[src/rtl/scie_arbiter.sv]
// Two-port arbiter in front of a shared, fixed-latency SCIE unit.
// Round-robin grant with an optional sticky lock, a registered issue stage,
// and a tag pipeline that routes each result back to the port that sent it.
module scie_arbiter #(
  parameter int XLEN    = 32,
  parameter int LATENCY = 2
) (
  input  logic            clock,
  input  logic            reset,

  input  logic            p0_req_valid,
  output logic            p0_req_ready,
  input  logic [XLEN-1:0] p0_req_insn,
  input  logic [XLEN-1:0] p0_req_rs1,
  input  logic [XLEN-1:0] p0_req_rs2,
  input  logic            p0_req_lock,
  output logic            p0_resp_valid,
  output logic [XLEN-1:0] p0_resp_rd,

  input  logic            p1_req_valid,
  output logic            p1_req_ready,
  input  logic [XLEN-1:0] p1_req_insn,
  input  logic [XLEN-1:0] p1_req_rs1,
  input  logic [XLEN-1:0] p1_req_rs2,
  input  logic            p1_req_lock,
  output logic            p1_resp_valid,
  output logic [XLEN-1:0] p1_resp_rd,

  output logic            scie_valid,
  output logic [XLEN-1:0] scie_insn,
  output logic [XLEN-1:0] scie_rs1,
  output logic [XLEN-1:0] scie_rs2,
  input  logic [XLEN-1:0] scie_rd,

  output logic            busy,
  output logic            lock_active,
  output logic            lock_owner
);

  // Arbitration state
  logic            last_grant_q;
  logic            lock_active_q;
  logic            lock_owner_q;

  // Issue stage registers
  logic            scie_valid_q;
  logic [XLEN-1:0] scie_insn_q;
  logic [XLEN-1:0] scie_rs1_q;
  logic [XLEN-1:0] scie_rs2_q;

  // In-flight tags: stage 0 lines up with the issue cycle, stage LATENCY
  // lines up with the cycle in which scie_rd carries that request's result
  logic [LATENCY:0] tag_valid_q;
  logic [LATENCY:0] tag_port_q;

  // Response stage
  logic            resp0_valid_q;
  logic            resp1_valid_q;
  logic [XLEN-1:0] resp0_rd_q;
  logic [XLEN-1:0] resp1_rd_q;

  // Grant decision
  logic            grant_en;
  logic            grant_port;
  logic            accept;
  logic            sel_lock;
  logic [XLEN-1:0] sel_insn;
  logic [XLEN-1:0] sel_rs1;
  logic [XLEN-1:0] sel_rs2;

  // Pick the granted port: the lock owner wins outright (even when idle),
  // otherwise round robin between valid requesters
  always_comb begin
    grant_en   = 1'b0;
    grant_port = 1'b0;
    if (lock_active_q) begin
      grant_en   = 1'b1;
      grant_port = lock_owner_q;
    end else if (p0_req_valid && p1_req_valid) begin
      grant_en   = 1'b1;
      grant_port = ~last_grant_q;
    end else if (p0_req_valid) begin
      grant_en   = 1'b1;
      grant_port = 1'b0;
    end else if (p1_req_valid) begin
      grant_en   = 1'b1;
      grant_port = 1'b1;
    end
  end

  assign p0_req_ready = !reset && grant_en && !grant_port;
  assign p1_req_ready = !reset && grant_en &&  grant_port;
  assign accept       = (p0_req_ready && p0_req_valid) || (p1_req_ready && p1_req_valid);

  assign sel_lock = grant_port ? p1_req_lock : p0_req_lock;
  assign sel_insn = grant_port ? p1_req_insn : p0_req_insn;
  assign sel_rs1  = grant_port ? p1_req_rs1  : p0_req_rs1;
  assign sel_rs2  = grant_port ? p1_req_rs2  : p0_req_rs2;

  // Round-robin pointer and lock ownership move only on an accepted request;
  // an owner request without lock releases it after that request
  always_ff @(posedge clock) begin
    if (reset) begin
      last_grant_q  <= 1'b1;
      lock_active_q <= 1'b0;
      lock_owner_q  <= 1'b0;
    end else if (accept) begin
      last_grant_q <= grant_port;
      if (sel_lock) begin
        lock_active_q <= 1'b1;
        lock_owner_q  <= grant_port;
      end else begin
        lock_active_q <= 1'b0;
      end
    end
  end

  // Registered issue toward the SCIE unit; operands hold between issues
  always_ff @(posedge clock) begin
    if (reset) begin
      scie_valid_q <= 1'b0;
      scie_insn_q  <= '0;
      scie_rs1_q   <= '0;
      scie_rs2_q   <= '0;
    end else begin
      scie_valid_q <= accept;
      if (accept) begin
        scie_insn_q <= sel_insn;
        scie_rs1_q  <= sel_rs1;
        scie_rs2_q  <= sel_rs2;
      end
    end
  end

  // Shift the {valid, port} tag of every accepted request down the pipeline
  always_ff @(posedge clock) begin
    if (reset) begin
      tag_valid_q <= '0;
      tag_port_q  <= '0;
    end else begin
      tag_valid_q <= {tag_valid_q[LATENCY-1:0], accept};
      tag_port_q  <= {tag_port_q[LATENCY-1:0], grant_port};
    end
  end

  // Capture scie_rd for the tag at the end of the pipe into its port's
  // result register and raise that port's strobe for one cycle
  always_ff @(posedge clock) begin
    if (reset) begin
      resp0_valid_q <= 1'b0;
      resp1_valid_q <= 1'b0;
      resp0_rd_q    <= '0;
      resp1_rd_q    <= '0;
    end else begin
      resp0_valid_q <= tag_valid_q[LATENCY] && !tag_port_q[LATENCY];
      resp1_valid_q <= tag_valid_q[LATENCY] &&  tag_port_q[LATENCY];
      if (tag_valid_q[LATENCY] && !tag_port_q[LATENCY]) begin
        resp0_rd_q <= scie_rd;
      end
      if (tag_valid_q[LATENCY] && tag_port_q[LATENCY]) begin
        resp1_rd_q <= scie_rd;
      end
    end
  end

  // Outputs read as idle/zero for the whole time reset is held, not just
  // after the first reset edge
  assign scie_valid    = !reset && scie_valid_q;
  assign scie_insn     = reset ? '0 : scie_insn_q;
  assign scie_rs1      = reset ? '0 : scie_rs1_q;
  assign scie_rs2      = reset ? '0 : scie_rs2_q;
  assign p0_resp_valid = !reset && resp0_valid_q;
  assign p1_resp_valid = !reset && resp1_valid_q;
  assign p0_resp_rd    = reset ? '0 : resp0_rd_q;
  assign p1_resp_rd    = reset ? '0 : resp1_rd_q;
  assign busy          = !reset && ((|tag_valid_q) || resp0_valid_q || resp1_valid_q);
  assign lock_active   = !reset && lock_active_q;
  assign lock_owner    = !reset && lock_owner_q;

endmodule

[config.mk]
export PLATFORM = sky130hd
export DESIGN_NAME = scie_arbiter
export DESIGN_NICKNAME = d
export VERILOG_FILES = /design/src/rtl/scie_arbiter.sv
export SDC_FILE = /design/constraint.sdc
export NUM_CORES = 1
export LEC_CHECK = 0
export ABC_AREA = 1
export BUFFER_PORTS_ARGS = -buffer_cell sky130_fd_sc_hd__buf_2
export CAP_MARGIN = 10
export CORE_MARGIN = 2
export CORE_UTILIZATION = 35
export DETAILED_ROUTE_END_ITERATION = 16
export PLACE_DENSITY = 0.69
export SYNTH_ARGS = -nofsm -noshare
export SYNTH_HDL_FRONTEND = slang
export SYNTH_SLANG_ARGS = --single-unit
export TNS_END_PERCENT = 1
[constraint.sdc]
create_clock -name clock -period 1.6 [get_ports clock]
set_clock_uncertainty 0.2 [all_clocks]
set_input_delay 0.32 -clock clock [delete_from_list [all_inputs] [get_ports clock]]
set_output_delay 0.32 -clock clock [all_outputs]
set_load 0.02 [all_outputs]
==> results.py, run 1 <==
metrics = {
    "global_route": {
        "met2_usage_pct": 40.4,
        "grt.busiest_layer": "met2",
        "use_met1_pct": 25.1,
        "met3_usage_pct": 4.42,
        "antenna_found_initial": 1,
        "grt.overflow.total": 0,
        "grt_pass1_wl_um": 46800,
        "grtUsageTotal_pct": 21.9,
        "grt_start_max_net_pins": 65,
        "grt_pass1_vias": 9930,
    },
    "sta": {
        "period_needed_ps": 1900,
        "tightest_slew_ps": 500,
        "rsz0062_at_grt": "yes",
        "finalCritPeriodShare_pct": 119,
        "final-setup-viol-count": 174,
        "relSlewSlack_pct": 66.6,
        "fmax_ghz": 0.527,
        "worst_slack_ps": -298,
        "fin_hold_ws_ps": 33.1,
        "hold_viol_final": 0,
        "drv_slew": 0,
    },
    "power_and_ir_drop": {
        "power.density_nw_per_um2": 906,
        "leakage_nw": 9.02,
        "irDropWorstVdd_mv": 0.624,
    },
    "clocking": {
        "htree_num_levels": 4,
        "cts_sinks": 171,
        "clk-insertion-delay-late_ps": 410,
        "numCtsBuffers": 17,
        "path_clk_slew_ps": 70,
        "cts_buffer_depth": 2,
        "cts_root_buf": "clkbuf_16",
        "tritoncts": "yes",
    },
    "placed_design": {
        "dp.cells": 2264,
        "place.gp.congestion": 0.852,
        "place_ws_ps": -402,
        "hpwl_um": 20700,
        "port_buffers": 397,
    },
    "final_layout": {
        "finalNonFillerCells": 2338,
        "layout-drive-gt1-share_pct": 36.8,
        "final_core_util_pct": 59.3,
        "fillers": 2161,
        "fin_nets": 2231,
        "final_common_cell": "nand2_1",
        "syn_to_final_growth_pct": 65.3,
        "antenna_cells": 0,
        "mostFrequentLayoutCells": "nand2_1 (559), inv_1 (333), buf_2 (238)",
    },
    "worst_setup_path": {
        "slowest_delay_ps": 370,
        "cp_slowest_cell": "dfxtp_4",
        "worstPathArrival_ps": 1380,
        "crit_chain": "nor2_4, nand2_2, nand2_4, buf_12, nor2_4, buf_6",
        "required_ps": 1080,
        "startpoint_type": "flip-flop",
        "path_class": "reg2out",
        "critPathMaxFanout": 3,
        "endpoint_kind": "output pin",
        "cp_common_cell": "nor2_4",
    },
    "synthesis": {
        "synthTopCellsByArea": "dfxtp_1 (39%), nand2_1 (25%), inv_1 (16%)",
        "ys_seq_area_share_pct": 39.0,
        "synth_top_area_cell": "dfxtp_1",
        "ys_types": 16,
        "synth_area_um2": 8770,
        "avgSynthCellArea_um2": 6.01,
        "synth_mux_area_share_pct": 0,
        "ys_ff_latch": 171,
        "synthSimpleGateAreaFrac_pct": 34.8,
        "synth_adder_area_share_pct": 0,
        "yosys.area_share.xor_xnor_pct": 0,
        "synth_top_family_by_area": "simple AND/OR/NAND/NOR gates",
        "synth.top_cell.area_share_pct": 39.0,
        "synth_compound_gate_area_share_pct": 6.59,
        "synthesis.nets": 1689,
        "synth_cells": 1459,
        "yosys_warnings": 0,
    },
    "drt": {
        "drt-initial-drc-count": 688,
        "drt_pass1_iterations": 5,
        "antenna_left": 0,
        "route.detailed.drc": 0,
        "wl_per_cell_um": 13.2,
        "post_drt_via_cell_ratio": 4.47,
        "drt-total-wl_um": 30900,
        "vias": 10447,
    },
    "floorplanning": {
        "rows": 57,
        "core-area_um2": 24500,
        "ioPinCount": 398,
        "dieArea_um2": 26300,
        "die_w_um": 162,
        "die_height_um": 162,
        "start_util_pct": 35.9,
    },
    "run": {
        "cap_violations": 0,
    },
    "status": {
        "failed_checks": "setup timing",
        "status": "finished, violations left",
    },
    "hold_path": {
        "hold_class": "in2reg",
    },
}
[Yosys cell counts]
| master | instances |
|---|---|
| a21oi_1 | 2 |
| buf_1 | 14 |
| buf_2 | 20 |
| buf_4 | 3 |
| clkbuf_1 | 45 |
| dfxtp_1 | 171 |
| inv_1 | 365 |
| inv_2 | 1 |
| nand2_1 | 589 |
| nand2_2 | 2 |
| nand3_1 | 100 |
| nand3_2 | 1 |
| nand3_4 | 1 |
| nor2_1 | 80 |
| o22a_1 | 64 |
| o31ai_1 | 1 |
[layer usage]
layer / wire length [um] / part of all wire, %
met1: 12500 / 41
met2: 15500 / 50
met3: 1900 / 6.2
met4: 875 / 2.8
met5: 13 / 0.042
[sequential cells by signal, indices dropped and copies added, names as in the netlist]
signal,flops
resp1_rd_q,32
resp1_valid_q,1
tag_valid_q,3
tag_port_q,3
resp0_rd_q,32
scie_rs1_q,32
lock_owner_q,1
scie_insn_q,32
lock_active_q,1
resp0_valid_q,1
last_grant_q,1
scie_rs2_q,32
[final cells by class]
class | count | area, um^2 | share of cell area, %
Sequential cell | 171 | 3430 | 23.7
Clock buffer | 19 | 443 | 3.05
Timing Repair Buffer | 605 | 4660 | 32.2
Clock inverter | 13 | 178 | 1.23
Inverter | 366 | 1390 | 9.56
Tap cell | 324 | 405 | 2.80
Multi-Input combinational cell | 840 | 3990 | 27.5
[logic make-up after synthesis]
logic type / after synthesis
AO/OA/AOI/OAI: 67
buffers and inverters: 448
flip-flops: 171
AND/OR/NAND/NOR: 773
[critical path, delay by kind of cell, from the launching register on]
kind          cells  cell delay [ps]
buf+inv           2              230
flops             1              370
simple gates      4              360
[per-stage QoR]
stage          power, mW  cell area [um^2]  setup TNS, ps
2_1_floorplan       6.83              8800          -7300
6_report            13.1             14500         -20830
3_5_place_dp        8.22             12400         -47300
5_1_grt             13.9             14500         -34880
4_1_cts             13.1             14100         -23710
3_3_place_gp        8.14             12400         -43600
[path summary, 6_finish.rpt]
path | slack [ps] | to | startpoint | cells after the start
worst max register to register | -230 | scie_rs2_q[21] | last_grant_q | 10
worst max-delay path | -300 | p0_req_ready | lock_active_q | 6
worst min register to register | 200 | tag_port_q[2] | tag_port_q[1] | 2
worst min-delay path | 30 | lock_active_q | p0_req_lock | 5
[where the power goes]
| group | total, mW | internal, mW | switching, mW |
|---|---|---|---|
| logic | 3.84 | 1.76 | 2.08 |
| registers | 4.90 | 4.74 | 0.154 |
| clock network | 4.40 | 2.55 | 1.85 |
[repair_timing]
| action | 4_1_cts | 5_1_grt |
|---|---|---|
| endpoints found under the hold margin | 65 | 0 |
| setup endpoints to repair | 259 | 259 |
| hold buffers | 33 | 0 |
| buffers inserted | 4 | 1 |
| resized for setup | 234 | 150 |
| pin swaps | 7 | 6 |
| cloned | 3 | 1 |
(Power assumes the default switching activity.)
==> run 2, diff against run 1 <==
--- a/config.mk
+++ b/config.mk
@@ -11,7 +11,7 @@
 export CORE_MARGIN = 2
 export CORE_UTILIZATION = 35
 export DETAILED_ROUTE_END_ITERATION = 16
-export PLACE_DENSITY = 0.69
+export PLACE_DENSITY = 0.75
 export SYNTH_ARGS = -nofsm -noshare
 export SYNTH_HDL_FRONTEND = slang
 export SYNTH_SLANG_ARGS = --single-unit
==> results.py, run 2 (synthesis gave the netlist of run 1 again) <==
metrics = {
    "floorplanning": {
        "dieArea_um2": 26300,
        "start_util_pct": 35.9,
        "rows": 57,
        "die_height_um": 162,
        "ioPinCount": 398,
        "die_w_um": 162,
        "core-area_um2": 24500,
    },
    "clocking": {
        "cts_buffer_depth": 2,
        "path_clk_slew_ps": 80,
        "htree_num_levels": 4,
        "cts_sinks": 171,
        "tritoncts": "yes",
        "clk-insertion-delay-late_ps": 410,
        "cts_root_buf": "clkbuf_16",
        "numCtsBuffers": 17,
    },
    "drt": {
        "post_drt_via_cell_ratio": 4.47,
        "wl_per_cell_um": 13.3,
        "vias": 10423,
        "drt_pass1_iterations": 6,
        "drt-total-wl_um": 31000,
        "drt-initial-drc-count": 714,
        "antenna_left": 0,
        "route.detailed.drc": 0,
    },
    "sta": {
        "period_needed_ps": 1890,
        "tightest_slew_ps": 406,
        "hold_viol_final": 0,
        "drv_slew": 0,
        "worst_slack_ps": -290,
        "fmax_ghz": 0.529,
        "rsz0062_at_grt": "yes",
        "finalCritPeriodShare_pct": 118,
        "final-setup-viol-count": 148,
        "fin_hold_ws_ps": 47.3,
        "setup_tns_ps": -17640,
        "relSlewSlack_pct": 72.9,
    },
    "status": {
        "status": "finished, violations left",
        "failed_checks": "setup timing",
    },
    "placed_design": {
        "place_ws_ps": -272,
        "hpwl_um": 21100,
        "place.gp.congestion": 0.859,
        "dpl_cell_area_um2": 12300,
        "port_buffers": 397,
    },
    "global_route": {
        "grt_pass1_vias": 9913,
        "grt_pass1_wl_um": 47100,
        "grt.overflow.total": 0,
        "grt_start_max_net_pins": 48,
        "antenna_found_initial": 2,
        "grtUsageTotal_pct": 22.0,
    },
    "hold_path": {
        "min_from": "p0_req_rs2[31]",
        "hold_class": "in2reg",
    },
    "final_layout": {
        "layout-drive-gt1-share_pct": 36.2,
        "design_area_um2": 14300,
        "final_common_cell": "nand2_1",
        "fin_nets": 2226,
        "mostFrequentLayoutCells": "nand2_1 (563), inv_1 (344), buf_2 (251)",
        "syn_to_final_growth_pct": 62.7,
        "final_core_util_pct": 58.3,
    },
    "power_and_ir_drop": {
        "leakage_nw": 8.91,
        "power.density_nw_per_um2": 871,
        "switching_power_mw": 4.05,
        "irDropWorstVdd_mv": 0.468,
        "seqPwrFrac_pct": 39.4,
        "internal-power_mw": 8.38,
        "pwr-share-clk_pct": 31.2,
        "pwr-share-comb_pct": 29.4,
        "netSwitchingFraction_pct": 32.6,
    },
    "worst_setup_path": {
        "path_class": "reg2out",
        "crit_start": "lock_active_q",
        "endpoint_kind": "output pin",
        "r2r_start": "lock_active_q",
        "worstPathArrival_ps": 1370,
        "required_ps": 1080,
        "startpoint_type": "flip-flop",
        "critPathMaxFanout": 3,
    },
    "run": {
        "cap_violations": 0,
    },
}
-- run 2: critical path: stages (launching register included) --
cell and delay, ps:
dfxtp_4 370, nor2_4 40, buf_6 110, a21oi_4 150
buf_6 120, nor2_4 30, buf_6 130
-- run 2: stage by stage --
step	power (mW)	cells
6_report	12.4	2333
5_1_grt	13.2	2333
3_3_place_gp	8.08	2262
4_1_cts	12.4	2330
2_1_floorplan	6.83	1459
3_5_place_dp	8.16	2262
-- run 2: power by group through the flow --
stage / combinational [mW] / clock [mW] / sequential (mW)
6_report: 3.65 / 3.88 / 4.90
5_1_grt: 4.05 / 4.17 / 4.93
4_1_cts: 3.49 / 3.99 / 4.87
3_5_place_dp: 3.20 / 0 / 4.96
3_3_place_gp: 3.14 / 0 / 4.94
2_1_floorplan: 1.91 / 0 / 4.92
-- run 2: cell type report --
type	instances	area (um^2)
fillers	2159	10200
multi-input cells	840	3990
clock buffers	18	429
clock inverters	13	113
diodes	1	2.50
well taps	324	405
repair buffers	600	4510
inverters	366	1380
flip-flops and latches	171	3430
-- run 2: path summary, 6_finish.rpt --
kind                                  endpoint  slack, ps  cells past startpoint
worst max register to register    lock_owner_q       -210                     10
worst max-delay path              p1_req_ready       -290                      6
worst min register to register   tag_port_q[1]        210                      2
worst min-delay path            scie_rs2_q[31]         50                      7
-- run 2: per-layer routing --
metal / up-vias / part of all wire, % / global-route usage, %
met1: 4633 / 39 / 24.5
li1: 5280 / - / -
met5: - / 0.042 / 0
met4: 2 / 3.8 / 8.05
met2: 430 / 50 / 40.9
met3: 78 / 7.2 / 5.01
-- run 2: what timing repair did --
item	CTS	global route
buffers inserted	3	0
endpoints found under the setup margin	237	248
endpoints found under the hold margin	66	0
pin swaps	4	1
gates resized for setup	220	139
hold buffers	34	0
cloned	0	2
==> run 3, diff against run 2 <==
--- a/config.mk
+++ b/config.mk
@@ -5,13 +5,13 @@
 export SDC_FILE = /design/constraint.sdc
 export NUM_CORES = 1
 export LEC_CHECK = 0
-export ABC_AREA = 1
+export ABC_AREA = 0
 export BUFFER_PORTS_ARGS = -buffer_cell sky130_fd_sc_hd__buf_2
 export CAP_MARGIN = 10
-export CORE_MARGIN = 2
-export CORE_UTILIZATION = 35
+export CORE_AREA = 2 2 157 159
 export DETAILED_ROUTE_END_ITERATION = 16
-export PLACE_DENSITY = 0.75
+export DIE_AREA = 0 0 159 161
+export PLACE_DENSITY = 0.71
 export SYNTH_ARGS = -nofsm -noshare
 export SYNTH_HDL_FRONTEND = slang
 export SYNTH_SLANG_ARGS = --single-unit
==> results.py, run 3 <==
metrics = {
    "sta": {
        "worst_slack_ps": -538,
        "hold_viol_final": 0,
        "finalCritPeriodShare_pct": 134,
        "fmax_ghz": 0.468,
        "period_needed_ps": 2140,
        "drv_slew": 0,
        "fin_hold_ws_ps": 4.83,
        "rsz0062_at_grt": "yes",
        "final-setup-viol-count": 173,
        "tightest_slew_ps": 438,
        "relSlewSlack_pct": 70.8,
    },
    "clocking": {
        "clk-insertion-delay-late_ps": 420,
        "path_clk_slew_ps": 70,
        "numCtsBuffers": 17,
        "cts_buffer_depth": 2,
        "cts_sinks": 171,
        "tritoncts": "yes",
        "htree_num_levels": 4,
        "cts_root_buf": "clkbuf_16",
    },
    "worst_setup_path": {
        "critPathMaxFanout": 4,
        "required_ps": 1080,
        "endpoint_kind": "output pin",
        "slowest_delay_ps": 360,
        "path_class": "reg2out",
        "worstRegToRegCells": 8,
        "startpoint_type": "flip-flop",
        "cp_slowest_cell": "dfxtp_4",
        "worstPathArrival_ps": 1620,
        "crit_chain": "buf_4, a22oi_2, buf_12, inv_1, nor2_4, buf_6",
    },
    "floorplanning": {
        "die_height_um": 161,
        "start_util_pct": 30.4,
        "dieArea_um2": 25600,
        "core-area_um2": 24000,
        "ioPinCount": 398,
        "die_w_um": 159,
        "rows": 57,
    },
    "power_and_ir_drop": {
        "irDropWorstVdd_mv": 0.558,
        "switching_power_mw": 3.74,
        "power.density_nw_per_um2": 871,
        "pwr-share-comb_pct": 30.1,
        "internal-power_mw": 8.75,
        "pwr-share-clk_pct": 31.4,
        "seqPwrFrac_pct": 38.5,
        "netSwitchingFraction_pct": 30.0,
        "power_mw": 12.5,
        "leakage_nw": 6.91,
    },
    "synthesis": {
        "synth_top_area_cell": "dfxtp_1",
        "yosys.area_share.xor_xnor_pct": 0,
        "ys_ff_latch": 171,
        "synth_adder_area_share_pct": 0,
        "avgSynthCellArea_um2": 9.31,
        "synth_top_family_by_area": "simple AND/OR/NAND/NOR gates",
        "synthesis.nets": 1013,
        "synth_compound_gate_area_share_pct": 15.2,
        "yosys_warnings": 0,
        "synthTopCellsByArea": "dfxtp_1 (47%), nor2b_1 (15%), mux2i_1 (13%)",
        "synth_cells": 783,
        "synthTopCellsByCount": "dfxtp_1 (171), nor2b_1 (171), nor2_1 (104)",
        "synth_mux_area_share_pct": 13.5,
        "synthSimpleGateAreaFrac_pct": 20.4,
        "synthArstFlopShare_pct": 0,
        "ys_types": 19,
        "synth_edf_count": 0,
        "synth.top_cell.area_share_pct": 46.9,
        "synth_area_um2": 7290,
        "ys_seq_area_share_pct": 46.9,
        "synthFlopType": "dfxtp_1",
    },
    "global_route": {
        "grt_pass1_vias": 8618,
        "grt.overflow.total": 0,
        "grtUsageTotal_pct": 22.1,
        "grt_start_max_net_pins": 69,
        "antenna_found_initial": 2,
        "grt_pass1_wl_um": 44900,
    },
    "final_layout": {
        "syn_to_final_growth_pct": 96.7,
        "multi_input_area_um2": 4110,
        "final_common_cell": "buf_2",
        "fin_nets": 1685,
        "final-seq-area_um2": 3440,
        "fillers": 1817,
        "mostFrequentLayoutCells": "buf_2 (237), buf_4 (188), dlygate4sd3_1 (179)",
        "layout-drive-gt1-share_pct": 50.1,
    },
    "drt": {
        "drt-initial-drc-count": 507,
        "drt-total-wl_um": 31700,
        "antenna_left": 0,
        "wl_per_cell_um": 17.7,
        "post_drt_via_cell_ratio": 4.80,
        "vias": 8599,
        "route.detailed.drc": 0,
        "drt_pass1_iterations": 5,
    },
    "status": {
        "failed_checks": "setup timing",
        "status": "finished, violations left",
    },
    "hold_path": {
        "hold_class": "in2reg",
        "min_delay_path_depth": 3,
    },
    "placed_design": {
        "hpwl_um": 16900,
        "port_buffers": 397,
        "place.gp.congestion": 0.800,
    },
    "run": {
        "cap_violations": 0,
    },
}
-- run 3: layer usage --
| layer | wire, um | track usage [%] | part of all wire (%) |
|---|---|---|---|
| met5 | 13 | 0 | 0.041 |
| met4 | 1750 | 13.2 | 5.5 |
| met3 | 1760 | 4.73 | 5.5 |
| met2 | 16200 | 39.0 | 51 |
| met1 | 12000 | 24.4 | 38 |
-- run 3: path summary, 6_finish.rpt --
path | startpoint | end | slack [ps]
worst max-delay path | lock_owner_q | p0_req_ready | -540
worst min-delay path | p1_req_rs1[18] | scie_rs1_q[18] | 5
worst max register to register | lock_owner_q | scie_rs1_q[26] | -460
worst min register to register | tag_port_q[1] | tag_port_q[2] | 250
-- run 3: what timing repair did --
item,in CTS,in global routing
gates cloned,1,0
hold buffers,171,8
setup endpoints to repair,249,258
pin swaps,6,34
gates resized for setup,262,183
buffers inserted,6,5
endpoints found under the hold margin,140,6
-- run 3: metrics by stage --
stage | worst slack (ps) | utilization (%) | std cells | TNS [ps] | instance area (um^2)
floorplan | -144 | - | 783 | -3890 | 7330
global placement | -306 | 44.1 | 1569 | -23320 | 10600
detailed placement | -340 | 44.1 | 1569 | -26410 | 10600
CTS | -530 | 56.8 | 1778 | -24470 | 13600
global route | -614 | 59.9 | 1792 | -44500 | 14300
finish | -538 | 59.9 | 1792 | -36810 | 14300
-- run 3: cells by family after synthesis --
group / Yosys count
simple gates: 280
flops: 171
compound gates: 169
mux: 98
buf+inv: 65
-- run 3: layout make-up --
class                      instances  area share (%)
timing repair buffer             717            40.6
multi-input combinational        547            28.7
sequential                       171            24.0
clock buffer                      19            3.09
tap                              324            2.83
clock inverter                    12           0.768
inverter                           1          0.0262
antenna                            1          0.0174
-- run 3: worst max-delay path: cells and delay by family, from the launching register on --
| kind | cells | cell delay (ps) |
|---|---|---|
| buf+inv | 4 | 470 |
| flops | 1 | 360 |
| compound gates | 1 | 250 |
| simple gates | 1 | 100 |
-- run 3: power groups by stage --
| stage | registers [mW] | logic, mW | clock network [mW] |
|---|---|---|---|
| 2_1_floorplan | 4.84 | 1.57 | 0 |
| 5_1_grt | 4.84 | 3.97 | 4.19 |
| 3_5_place_dp | 4.88 | 2.69 | 0 |
| 4_1_cts | 4.78 | 3.35 | 4.01 |
| 6_report | 4.81 | 3.75 | 3.92 |
| 3_3_place_gp | 4.86 | 2.65 | 0 |
